**src/rtl/picomem_psram_arbiter.sv**
```systemverilog
// ============================================================================
// Module  : picomem_psram_arbiter
// Purpose : Two-port valid/ready arbiter sharing one PicoMem PSRAM controller.
//           Optional per-port grant counters when ARB_STATS_EN is defined.
// Revision: 1.0 - initial release
// ============================================================================
`default_nettype none

module picomem_psram_arbiter #(
    parameter int ADDR_W = 23,
    parameter int RR     = 1,
    parameter int CNT_W  = 16
) (
    input  logic              clk,
    input  logic              sys_reset,
    input  logic              init_ready,
    input  logic              s0_valid,
    input  logic [ADDR_W-1:0] s0_addr,
    input  logic [3:0]        s0_wstrb,
    input  logic [31:0]       s0_wdata,
    output logic [31:0]       s0_rdata,
    output logic              s0_ready,
    input  logic              s1_valid,
    input  logic [ADDR_W-1:0] s1_addr,
    input  logic [3:0]        s1_wstrb,
    input  logic [31:0]       s1_wdata,
    output logic [31:0]       s1_rdata,
    output logic              s1_ready,
    output logic              m_valid,
    output logic [ADDR_W-1:0] m_addr,
    output logic [3:0]        m_wstrb,
    output logic [31:0]       m_wdata,
    input  logic [31:0]       m_rdata,
    input  logic              m_ready,
    output logic              grant,
    output logic              busy,
    output logic [CNT_W-1:0]  s0_grants,
    output logic [CNT_W-1:0]  s1_grants
);

    typedef enum logic [1:0] {
        IDLE    = 2'd0,
        WAIT    = 2'd1,
        RELEASE = 2'd2
    } state_t;

    state_t              state_q, state_d;
    logic                m_valid_q, m_valid_d;
    logic [ADDR_W-1:0]   m_addr_q, m_addr_d;
    logic [3:0]          m_wstrb_q, m_wstrb_d;
    logic [31:0]         m_wdata_q, m_wdata_d;
    logic                grant_q, grant_d;
    logic [31:0]         s0_rdata_q, s0_rdata_d;
    logic [31:0]         s1_rdata_q, s1_rdata_d;
    logic                s0_ready_q, s0_ready_d;
    logic                s1_ready_q, s1_ready_d;
    logic                w_pick;

    // Port 1 wins when alone, or under round-robin when port 0 was served last.
    assign w_pick = s1_valid && (!s0_valid || ((RR != 0) && !grant_q));

    always_comb begin
        state_d    = state_q;
        m_valid_d  = m_valid_q;
        m_addr_d   = m_addr_q;
        m_wstrb_d  = m_wstrb_q;
        m_wdata_d  = m_wdata_q;
        grant_d    = grant_q;
        s0_rdata_d = s0_rdata_q;
        s1_rdata_d = s1_rdata_q;
        s0_ready_d = 1'b0;
        s1_ready_d = 1'b0;
        case (state_q)
            IDLE: begin
                if (init_ready && (s0_valid || s1_valid)) begin
                    grant_d   = w_pick;
                    m_valid_d = 1'b1;
                    m_addr_d  = w_pick ? s1_addr  : s0_addr;
                    m_wstrb_d = w_pick ? s1_wstrb : s0_wstrb;
                    m_wdata_d = w_pick ? s1_wdata : s0_wdata;
                    state_d   = WAIT;
                end
            end
            WAIT: begin
                if (m_ready) begin
                    m_valid_d = 1'b0;
                    if (grant_q) begin
                        s1_rdata_d = m_rdata;
                        s1_ready_d = 1'b1;
                    end else begin
                        s0_rdata_d = m_rdata;
                        s0_ready_d = 1'b1;
                    end
                    state_d = RELEASE;
                end
            end
            // Dead cycle: guarantees the controller sees valid low between requests.
            RELEASE: state_d = IDLE;
            default: state_d = IDLE;
        endcase
    end

    always_ff @(posedge clk or posedge sys_reset) begin
        if (sys_reset) begin
            state_q    <= IDLE;
            m_valid_q  <= 1'b0;
            m_addr_q   <= '0;
            m_wstrb_q  <= 4'd0;
            m_wdata_q  <= 32'd0;
            grant_q    <= 1'b1;
            s0_rdata_q <= 32'd0;
            s1_rdata_q <= 32'd0;
            s0_ready_q <= 1'b0;
            s1_ready_q <= 1'b0;
        end else begin
            state_q    <= state_d;
            m_valid_q  <= m_valid_d;
            m_addr_q   <= m_addr_d;
            m_wstrb_q  <= m_wstrb_d;
            m_wdata_q  <= m_wdata_d;
            grant_q    <= grant_d;
            s0_rdata_q <= s0_rdata_d;
            s1_rdata_q <= s1_rdata_d;
            s0_ready_q <= s0_ready_d;
            s1_ready_q <= s1_ready_d;
        end
    end

    assign m_valid  = m_valid_q;
    assign m_addr   = m_addr_q;
    assign m_wstrb  = m_wstrb_q;
    assign m_wdata  = m_wdata_q;
    assign grant    = grant_q;
    assign busy     = (state_q != IDLE);
    assign s0_rdata = s0_rdata_q;
    assign s1_rdata = s1_rdata_q;
    assign s0_ready = s0_ready_q;
    assign s1_ready = s1_ready_q;

`ifdef ARB_STATS_EN
    logic [CNT_W-1:0] s0_grants_q, s0_grants_d;
    logic [CNT_W-1:0] s1_grants_q, s1_grants_d;

    // Counters saturate rather than wrap.
    always_comb begin
        s0_grants_d = s0_grants_q;
        s1_grants_d = s1_grants_q;
        if (s0_ready_d && (s0_grants_q != '1)) s0_grants_d = s0_grants_q + CNT_W'(1);
        if (s1_ready_d && (s1_grants_q != '1)) s1_grants_d = s1_grants_q + CNT_W'(1);
    end

    always_ff @(posedge clk or posedge sys_reset) begin
        if (sys_reset) begin
            s0_grants_q <= '0;
            s1_grants_q <= '0;
        end else begin
            s0_grants_q <= s0_grants_d;
            s1_grants_q <= s1_grants_d;
        end
    end

    assign s0_grants = s0_grants_q;
    assign s1_grants = s1_grants_q;
`else
    assign s0_grants = '0;
    assign s1_grants = '0;
`endif

endmodule

`default_nettype wire

```
**config.mk**
```make
export PLATFORM = sky130hd
export DESIGN_NAME = picomem_psram_arbiter
export DESIGN_NICKNAME = d
export VERILOG_FILES = /design/src/rtl/picomem_psram_arbiter.sv
export SDC_FILE = /design/constraint.sdc
export NUM_CORES = 1
export LEC_CHECK = 0
export ABC_CLOCK_PERIOD_IN_PS = 3700
export CAP_MARGIN = 20
export CORE_MARGIN = 2
export CORE_UTILIZATION = 35
export DETAILED_ROUTE_END_ITERATION = 10
export PLACE_DENSITY = 0.75
export SLEW_MARGIN = 20
export SYNTH_ARGS = -nofsm -noshare
export SYNTH_HDL_FRONTEND = slang
export SYNTH_SLANG_ARGS = --single-unit
```
**constraint.sdc**
```tcl
create_clock -name clk -period 3.7 [get_ports clk]
set_clock_uncertainty 0.15 [all_clocks]
set_input_delay 0.37 -clock clk [delete_from_list [all_inputs] [get_ports clk]]
set_output_delay 0.37 -clock clk [all_outputs]
set_load 0.05 [all_outputs]
```
* Yosys cells after proc, flatten, opt, wreduce, memory -nomap -nowiden
Cells that the tools add are included.
** Word-level totals
- Register bits :: 129
- Latch bits :: 0
- Bits in writable memories :: 0
- Bits in read-only memories :: 0
- Input port bits :: 156
- Output and inout bits :: 160
- Word-level logic and storage cells :: 43
- Memories kept :: 0
** Operators by class
- Add/subtract/negate cells :: 0
- Multipliers :: 0
- Div/mod/pow operators :: 0
- $lt $le $gt $ge :: 0
- Equal/unequal tests :: 3
- Shift-type cells :: 0
- Multiplexer cells :: 15
- Bitwise operators :: 1
- Reductions and logical operators :: 14
** Operators with widths (number)
- 32-bit 2-to-1 mux :: 1
- 23-bit 2-to-1 mux :: 1
- 3-bit AND reduction :: 3
- 1-bit 2-to-1 mux :: 8
- 2-bit 2-to-1 mux :: 2
- 4-bit 2-to-1 mux :: 1
- 2-bit inequality test (second input constant) :: 2
- 2-bit one-hot mux with 2 select lines :: 1
- 2-bit AND reduction :: 2
- 2-bit nonzero test :: 2
- 2-bit by 1-bit == test with 1-bit output (second input constant) :: 1
- 1-bit logical AND :: 2
- 1-bit zero test :: 2
- 2-bit zero test :: 1
- 1-bit logical OR :: 2
- 1-bit one-hot mux with 2 select lines :: 1
- 1-bit inverter :: 1

* Longest topological paths before layout
Gate-level depths: netlist of run 1.
- Word-level depth :: 4
- Depth in mapped cells :: 5
- Mapped depth without buffers :: 4

* Least setup slack after synthesis of run 1
OpenSTA, ideal clock, no wires.
- Kind :: register to register
- Start point :: register grant_q, in the netlist grant
- End point :: register m_wdata_q[0], in the netlist m_wdata[0]
- Arrival time :: 1.577 ns
- Required time :: 3.427 ns
- Setup slack :: 1.850 ns
- Cell stages (with the launch flop) :: 6
- Buffers on the path :: 2
- Clock period less this slack :: 1.850 ns
- Path through :: dfstp_2 nor2b_2 buf_6 clkbuf_1 or3_1 o221a_2
** On the way
- Longest elaborated chain between the ends :: 4
** Ends and longest elaborated chain
- start: declaration :: line 52 : logic grant_q, grant_d;
- start signal: assignment :: line 121 : grant_q <= grant_d;
- 1-bit zero test :: line 60 : assign w_pick = s1_valid && (!s0_valid || ((RR != 0) && !grant_q));
- 1-bit logical OR :: line 60
- 1-bit logical AND :: line 60
- 32-bit 2-to-1 mux :: line 80 : m_wdata_d = w_pick ? s1_wdata : s0_wdata;
- end signal: assignment :: line 120 : m_wdata_q <= m_wdata_d;
- end: declaration :: line 51 : logic [31:0] m_wdata_q, m_wdata_d;
No other way between the ends.
A chain may end at the register's enable or synchronous reset.

* Worst setup path in the final report of run 1
- Start point :: register state_q[0]
- End point :: output busy
** On the way
- Longest elaborated chain between the ends :: 1
** Ends and longest elaborated chain
- start: declaration :: line 47 : state_t state_q, state_d;
- start signal: assignment :: line 116 : state_q <= state_d;
- 2-bit nonzero test :: line 134 : assign busy = (state_q != IDLE);
- end: declaration :: line 36 : output logic busy,
No other way between the ends.

==> results.md, run 1 <==
* Top_reg_cell synth: dfrtp_1
* VDD IR max at 0.000447 V
* Area growth syn-to-layout at 63.3%
* Post-CTS setup buffers at 0
* Arrival time at the worst endpoint at 1.89 ns
* Largest net degree at the start of global routing at 130
* Cell area after layout at 9040 um^2
* CTS tree: built
* Cell Chain, Critical Path: or2_2 -> clkdlybuf4s50_1
* Max clock buf depth at 2
* Pre-CTS WS at 1.22 ns
* Post-route DRC violation count at 0
* Worst Path Required at 3.18 ns
* Starting Density at 36.2%
* Max-Cap Viols at 0
* Synth top area share at 57.9%
* # rows at 45
* Fmax at 416 MHz
* Syn Area/Cell at 14.1 um^2
* Clock Power Share at 19.8%
* Seq cells post-synth at 129
* Cell Area, Placed at 8390 um^2
* Vias per cell at 4.85
* PortBufs at 283
* Die area at 16800 um^2
* I/O pin total at 316
* Final setup fails at 0
* Pint at 4.98 mW
* Clock latency on the worst-skew pair at 0.41 ns
* Detailed Place HPWL at 11400 um
* H-tree depth at 4
* Core area at 15300 um^2
* Die Span Y at 130 um
* Path depth of the worst reg2reg path at 3
* Setup crit start kind: flip-flop
* Pleak at 3.61 nW
* Initial antenna violation count at 0
* Outcome: finished clean
* Final Cycle Share at 65.0%
* Pins Over Slew Limit at 0
* Worst min path class: flip-flop to flip-flop
* Critical path class: flip-flop to output port
* Top post-synthesis cells by area: dfrtp_1, mux2_2, o221a_2
* Min cycle time layout at 2.41 ns
* Syn Std Cell Area at 5540 um^2
* Final nets at 824
* Final cell count without fillers at 891
* Pre-Repair DR Iteration Count at 4
* CTS buffer count at 17
* CTS Root Cell: clkbuf_16
* 1st-iter DRT viols at 183
* Cell count along the critical path at 2
* Max FO, Critical Path at 5
* Post-CTS Hold Buffers at 0
* Average wire per standard cell at 17.9 um
* Placed insts at 859
* Drt total wl at 15900 um
* Gr ovfl total at 0
* Via count at 4317
* Flop pwr share at 26.7%
* Slowest CP cell: clkdlybuf4s50_1
* Yosys Warn Count at 0
* Post-Syn Instances at 393
* Final Hold Viols at 0
* Final worst setup slack at 1.29 ns
* Crit end category: output port
* Crit-path max cell delay at 0.72 ns
* RSZ-0062 raised after global routing: no
* Worst slew margin at 42.0%
* Async set-reset flop share out of synthesis at 100%
* # diodes at 0
* Combinational Power Share at 53.5%
* Layout cells sized above 1 at 25.1%
* Gpl congestion at 0.805
* Post-cts gate resize count at 0
* Setup TNS Final at 0 ns
* Sequential share of the synthesized area at 58.3%
* Vias in the first global route at 4538
* Design Power at 8.98 mW
* Clock Sinks at 129
* Antenna Nets Post-Route at 0
* Synth unique cells at 26
* Hold path depth at 1
* First-pass GRT wire length at 24200 um
* Chip Width at 130 um
* Largest delay share family, worst path: buffers and inverters
* Buf+Inv Stages, Crit Path at 1
* Power Dens Cells at 992 nW/um^2
* Number of flops mapped to enable cells by yosys at 0
* GRT Util Overall at 19.0%
* Switch share at 44.5%
* P_sw at 4.00 mW
* Register clock-pin slew on the reported worst setup and hold paths at 0.05 ns
* Synth area leader: dfrtp_1
* Slew at the pin closest to its max-slew limit at 0.867 ns
==> worst reg2reg max path, stage by stage, from the launching register on <==
cell	delay, ns
dfrtp_1	0.43
nand4bb_4	0.65
or3_1	0.58
o221a_2	0.14
==> layer usage <==
| layer | wire length (um) | track usage (%) | up-vias |
|---|---|---|---|
| li1 | - | - | 1972 |
| met1 | 6200 | 21.4 | 2099 |
| met2 | 7880 | 32.6 | 221 |
| met3 | 1430 | 6.89 | 25 |
| met4 | 411 | 8.22 | 0 |
| met5 | 0 | 0 | - |
==> placed cells by master (no fill, tap or decap), drive strengths merged, types with 2 or more instances in the layout <==
cell type      count
conb              32
inv                5
clkinv             4
bufinv             4
clkinvlp           3
clkdlybuf4s50    283
clkbuf            19
mux2              64
o221a             59
nor3b              2
or2                2
buf                5
nand2              2
or3               59
dfrtp            128
==> synth_stat cells (2+ instances only) <==
cell,number
buf_2,8
mux2_2,64
buf_4,35
or2_2,2
or3_1,59
clkbuf_1,14
buf_6,5
dfrtp_1,128
inv_1,3
o221a_2,59
==> flip-flops by register name (all words and copies together), names as in the netlist, 2 cells and up <==
name and cells:
m_addr 23, m_wdata 32, m_wstrb 4, s0_rdata 32
s1_rdata 32, state_q 2
==> per-stage QoR <==
step	hold WS, ns	utilization [%]
after floorplan	0.370	-
after global placement	0.320	54.8
after detailed placement	0.326	54.8
after CTS	0.339	58.9
after global routing	0.363	59.1
final	0.329	59.1
==> power by group through the flow <==
stage | Combinational, mW | Sequential [mW] | Clock (mW)
after global placement | 4.76 | 2.39 | 0
after CTS | 4.83 | 2.41 | 1.81
after floorplan | 0.952 | 4.59 | 0
final | 4.80 | 2.40 | 1.78
after global routing | 4.98 | 2.48 | 1.88
after detailed placement | 4.82 | 2.41 | 0
==> final timing paths <==
| check | start | end | slack, ns |
|---|---|---|---|
| max in group asynchronous | sys_reset | m_wdata[2]$_DFFE_PP0P_ | 2.54 |
| min in group asynchronous | sys_reset | s1_rdata[3]$_DFFE_PP0P_ | 0.36 |
| max reg2reg | state_q[1]$_DFFE_PP0P_ | m_addr[14]$_DFFE_PP0P_ | 1.65 |
| min | m_valid$_DFFE_PP0P_ | m_valid$_DFFE_PP0P_ | 0.33 |
| min reg2reg | m_valid$_DFFE_PP0P_ | m_valid$_DFFE_PP0P_ | 0.33 |
| max | state_q[0]$_DFFE_PP0P_ | busy | 1.29 |
==> cell type report <==
type | instances | area [um^2]
clock inverters | 12 | 180
multi-input cells | 228 | 2000
clock buffers | 19 | 453
flip-flops and latches | 129 | 3230
repair buffers | 288 | 2900
well taps | 211 | 264
fillers | 1240 | 6270
inverters | 4 | 18.8
==> cell families (layout without fill, tap and decap cells) <==
kind of cell	Yosys count	count (layout)	share of synthesized area, %
multiplexers	64	64	13.0
flip-flops	129	129	58.3
AND/OR/NAND/NOR	70	70	8.43
other	1	32	0.0677
AO/OA/AOI/OAI	62	62	12.4
buffers and inverters	67	323	7.80
No activity file was read; power rests on OpenSTA's default activity.
==> inputs of run 2 (changes only) <==
--- a/config.mk
+++ b/config.mk
@@ -5,12 +5,12 @@
 export SDC_FILE = /design/constraint.sdc
 export NUM_CORES = 1
 export LEC_CHECK = 0
-export ABC_CLOCK_PERIOD_IN_PS = 3700
+export ABC_CLOCK_PERIOD_IN_PS = 2350
 export CAP_MARGIN = 20
 export CORE_MARGIN = 2
-export CORE_UTILIZATION = 35
+export CORE_UTILIZATION = 38
 export DETAILED_ROUTE_END_ITERATION = 10
-export PLACE_DENSITY = 0.75
+export PLACE_DENSITY = 0.77
 export SLEW_MARGIN = 20
 export SYNTH_ARGS = -nofsm -noshare
 export SYNTH_HDL_FRONTEND = slang
==> constraint.sdc (replaced) <==
create_clock -name clk -period 2.35 [get_ports clk]
set_clock_uncertainty 0.15 [all_clocks]
set_input_delay 0.235 -clock clk [delete_from_list [all_inputs] [get_ports clk]]
set_output_delay 0.235 -clock clk [all_outputs]
set_load 0.05 [all_outputs]
==> results.md, run 2 (synthesis gave the netlist of run 1 again) <==
* Crit end category: output port
* Pins Over Slew Limit at 0
* Commonest non-fill, non-tap cell in the layout: clkdlybuf4s50_1
* CTS Root Cell: clkbuf_16
* Outcome: finished clean
* Fillcell total at 1099
* Initial antenna violation count at 1
* Post-CTS setup buffers at 0
* P_sw at 6.25 mW
* Cell Area, Placed at 8460 um^2
* Detailed Place HPWL at 11900 um
* Post-route DRC violation count at 0
* Core area at 14400 um^2
* Clock latency on the worst-skew pair at 0.40 ns
* Starting Density at 38.5%
* Placed insts at 839
* Final nets at 831
* Pleak at 3.62 nW
* Via count at 4402
* Worst Path Required at 1.97 ns
* Fmax at 444 MHz
* Max FO, Critical Path at 6
* Average wire per standard cell at 18.4 um
* Power Dens Cells at 1540 nW/um^2
* RSZ-0062 raised after global routing: no
* Flop pwr share at 27.3%
* Clock Sinks at 129
* Pre-CTS WS at 0.0455 ns
* Slowest CP cell: clkdlybuf4s50_1
* Final worst setup slack at 0.0987 ns
* I/O pin total at 316
* 1st-iter DRT viols at 179
* Area growth syn-to-layout at 63.3%
* First-pass GRT wire length at 25700 um
* Hold path depth at 2
* Chip Width at 125 um
* H-tree depth at 4
* Post-cts gate resize count at 0
* Largest delay share family, worst path: buffers and inverters
* Worst slew margin at 28.6%
* Pre-Repair DR Iteration Count at 4
* Hold path start: m_rdata[0]
* Slew at the pin closest to its max-slew limit at 1.07 ns
* Cell Chain, Critical Path: clkdlybuf4s50_1
* CTS tree: built
* GRT Util Overall at 21.0%
* Max clock buf depth at 2
* Vias in the first global route at 4749
* Min cycle time layout at 2.25 ns
* Final Hold Viols at 0
* Die area at 15600 um^2
* Multi-input gate area at 2000 um^2
* # rows at 44
* Combinational Power Share at 54.5%
* Clock Power Share at 18.2%
* Cell area after layout at 9040 um^2
* Buf+Inv Stages, Crit Path at 1
* Design Power at 13.9 mW
* Die Span Y at 125 um
* Final cell count without fillers at 872
* R2r endpoint: m_addr[18]$_DFFE_PP0P_
* Hold EP: s1_rdata[0]$_DFFE_PP0P_
* Crit-path max cell delay at 0.85 ns
* Arrival time at the worst endpoint at 1.87 ns
* PortBufs at 283
* Setup TNS Final at 0 ns
* R2r startpoint: grant$_DFFE_PP1P_
* Final setup fails at 0
* Gpl congestion at 0.828
* Switch share at 45.0%
* VDD IR max at 0.000672 V
* Largest net degree at the start of global routing at 60
* Worst min path class: primary input to flip-flop
* Vias per cell at 5.05
* CTS buffer count at 17
* Most frequent cells in the layout: clkdlybuf4s50_1, dfrtp_1, mux2_2
* Layout cells sized above 1 at 25.3%
* Critical path class: flip-flop to output port
* Hold WS at 0.323 ns
* Final Cycle Share at 95.8%
* Pint at 7.64 mW
* Register area at 3230 um^2
* Antenna Nets Post-Route at 0
* Register clock-pin slew on the reported worst setup and hold paths at 0.05 ns
* R2R Setup Slk at 0.46 ns
* Post-CTS Hold Buffers at 1
* Max-Cap Viols at 0
* Path depth of the worst reg2reg path at 3
* Setup crit start kind: flip-flop
* Util after Layout at 62.9%
* Gr ovfl total at 0
* Drt total wl at 16000 um
-- run 2: changes by cell type in the layout (fill, tap and decap cells not counted), sizes merged --
cell / before / now
buf: 5 / 11
dlygate4sd3: 0 / 1
clkbuf: 19 / 22
inv: 5 / 4
bufinv: 4 / 2
diode: 0 / 1
-- run 2: area by class of cell --
cell class                 count  share of cell area, %
sequential                   129                   35.7
inverter                       4                  0.208
tap                          184                   2.55
timing repair buffer         295                   33.0
antenna                        1                 0.0277
multi-input combinational    228                   22.1
clock inverter                 9                   1.19
clock buffer                  22                   5.13
-- run 2: worst max path at each step --
stage,from,endpoint,slack (ns),cells past startpoint
floorplan,sys_reset,m_addr[0]$_DFFE_PP0P_,0.37,1
global route,grant$_DFFE_PP1P_,grant,0.04,1
detailed placement,s1_valid,m_addr[1]$_DFFE_PP0P_,0.05,4
CTS,grant$_DFFE_PP1P_,grant,0.07,1
finish,grant$_DFFE_PP1P_,grant,0.1,1
global placement,s1_valid,m_addr[18]$_DFFE_PP0P_,0.1,4
-- run 2: power by group through the flow --
| stage | logic [mW] | clock network (mW) | registers [mW] |
|---|---|---|---|
| 2_1_floorplan | 1.50 | 0 | 7.22 |
| 3_3_place_gp | 7.53 | 0 | 3.76 |
| 3_5_place_dp | 7.61 | 0 | 3.81 |
| 4_1_cts | 7.62 | 2.58 | 3.79 |
| 5_1_grt | 7.83 | 2.70 | 3.93 |
| 6_report | 7.57 | 2.53 | 3.79 |
-- run 2: per-layer routing --
metal | global-route usage [%] | wire length (um) | vias to the layer above
li1 | - | - | 1982
met3 | 6.70 | 1260 | 30
met4 | 7.60 | 443 | 0
met1 | 25.0 | 6420 | 2158
met2 | 35.6 | 7930 | 232
met5 | 0 | 0 | -
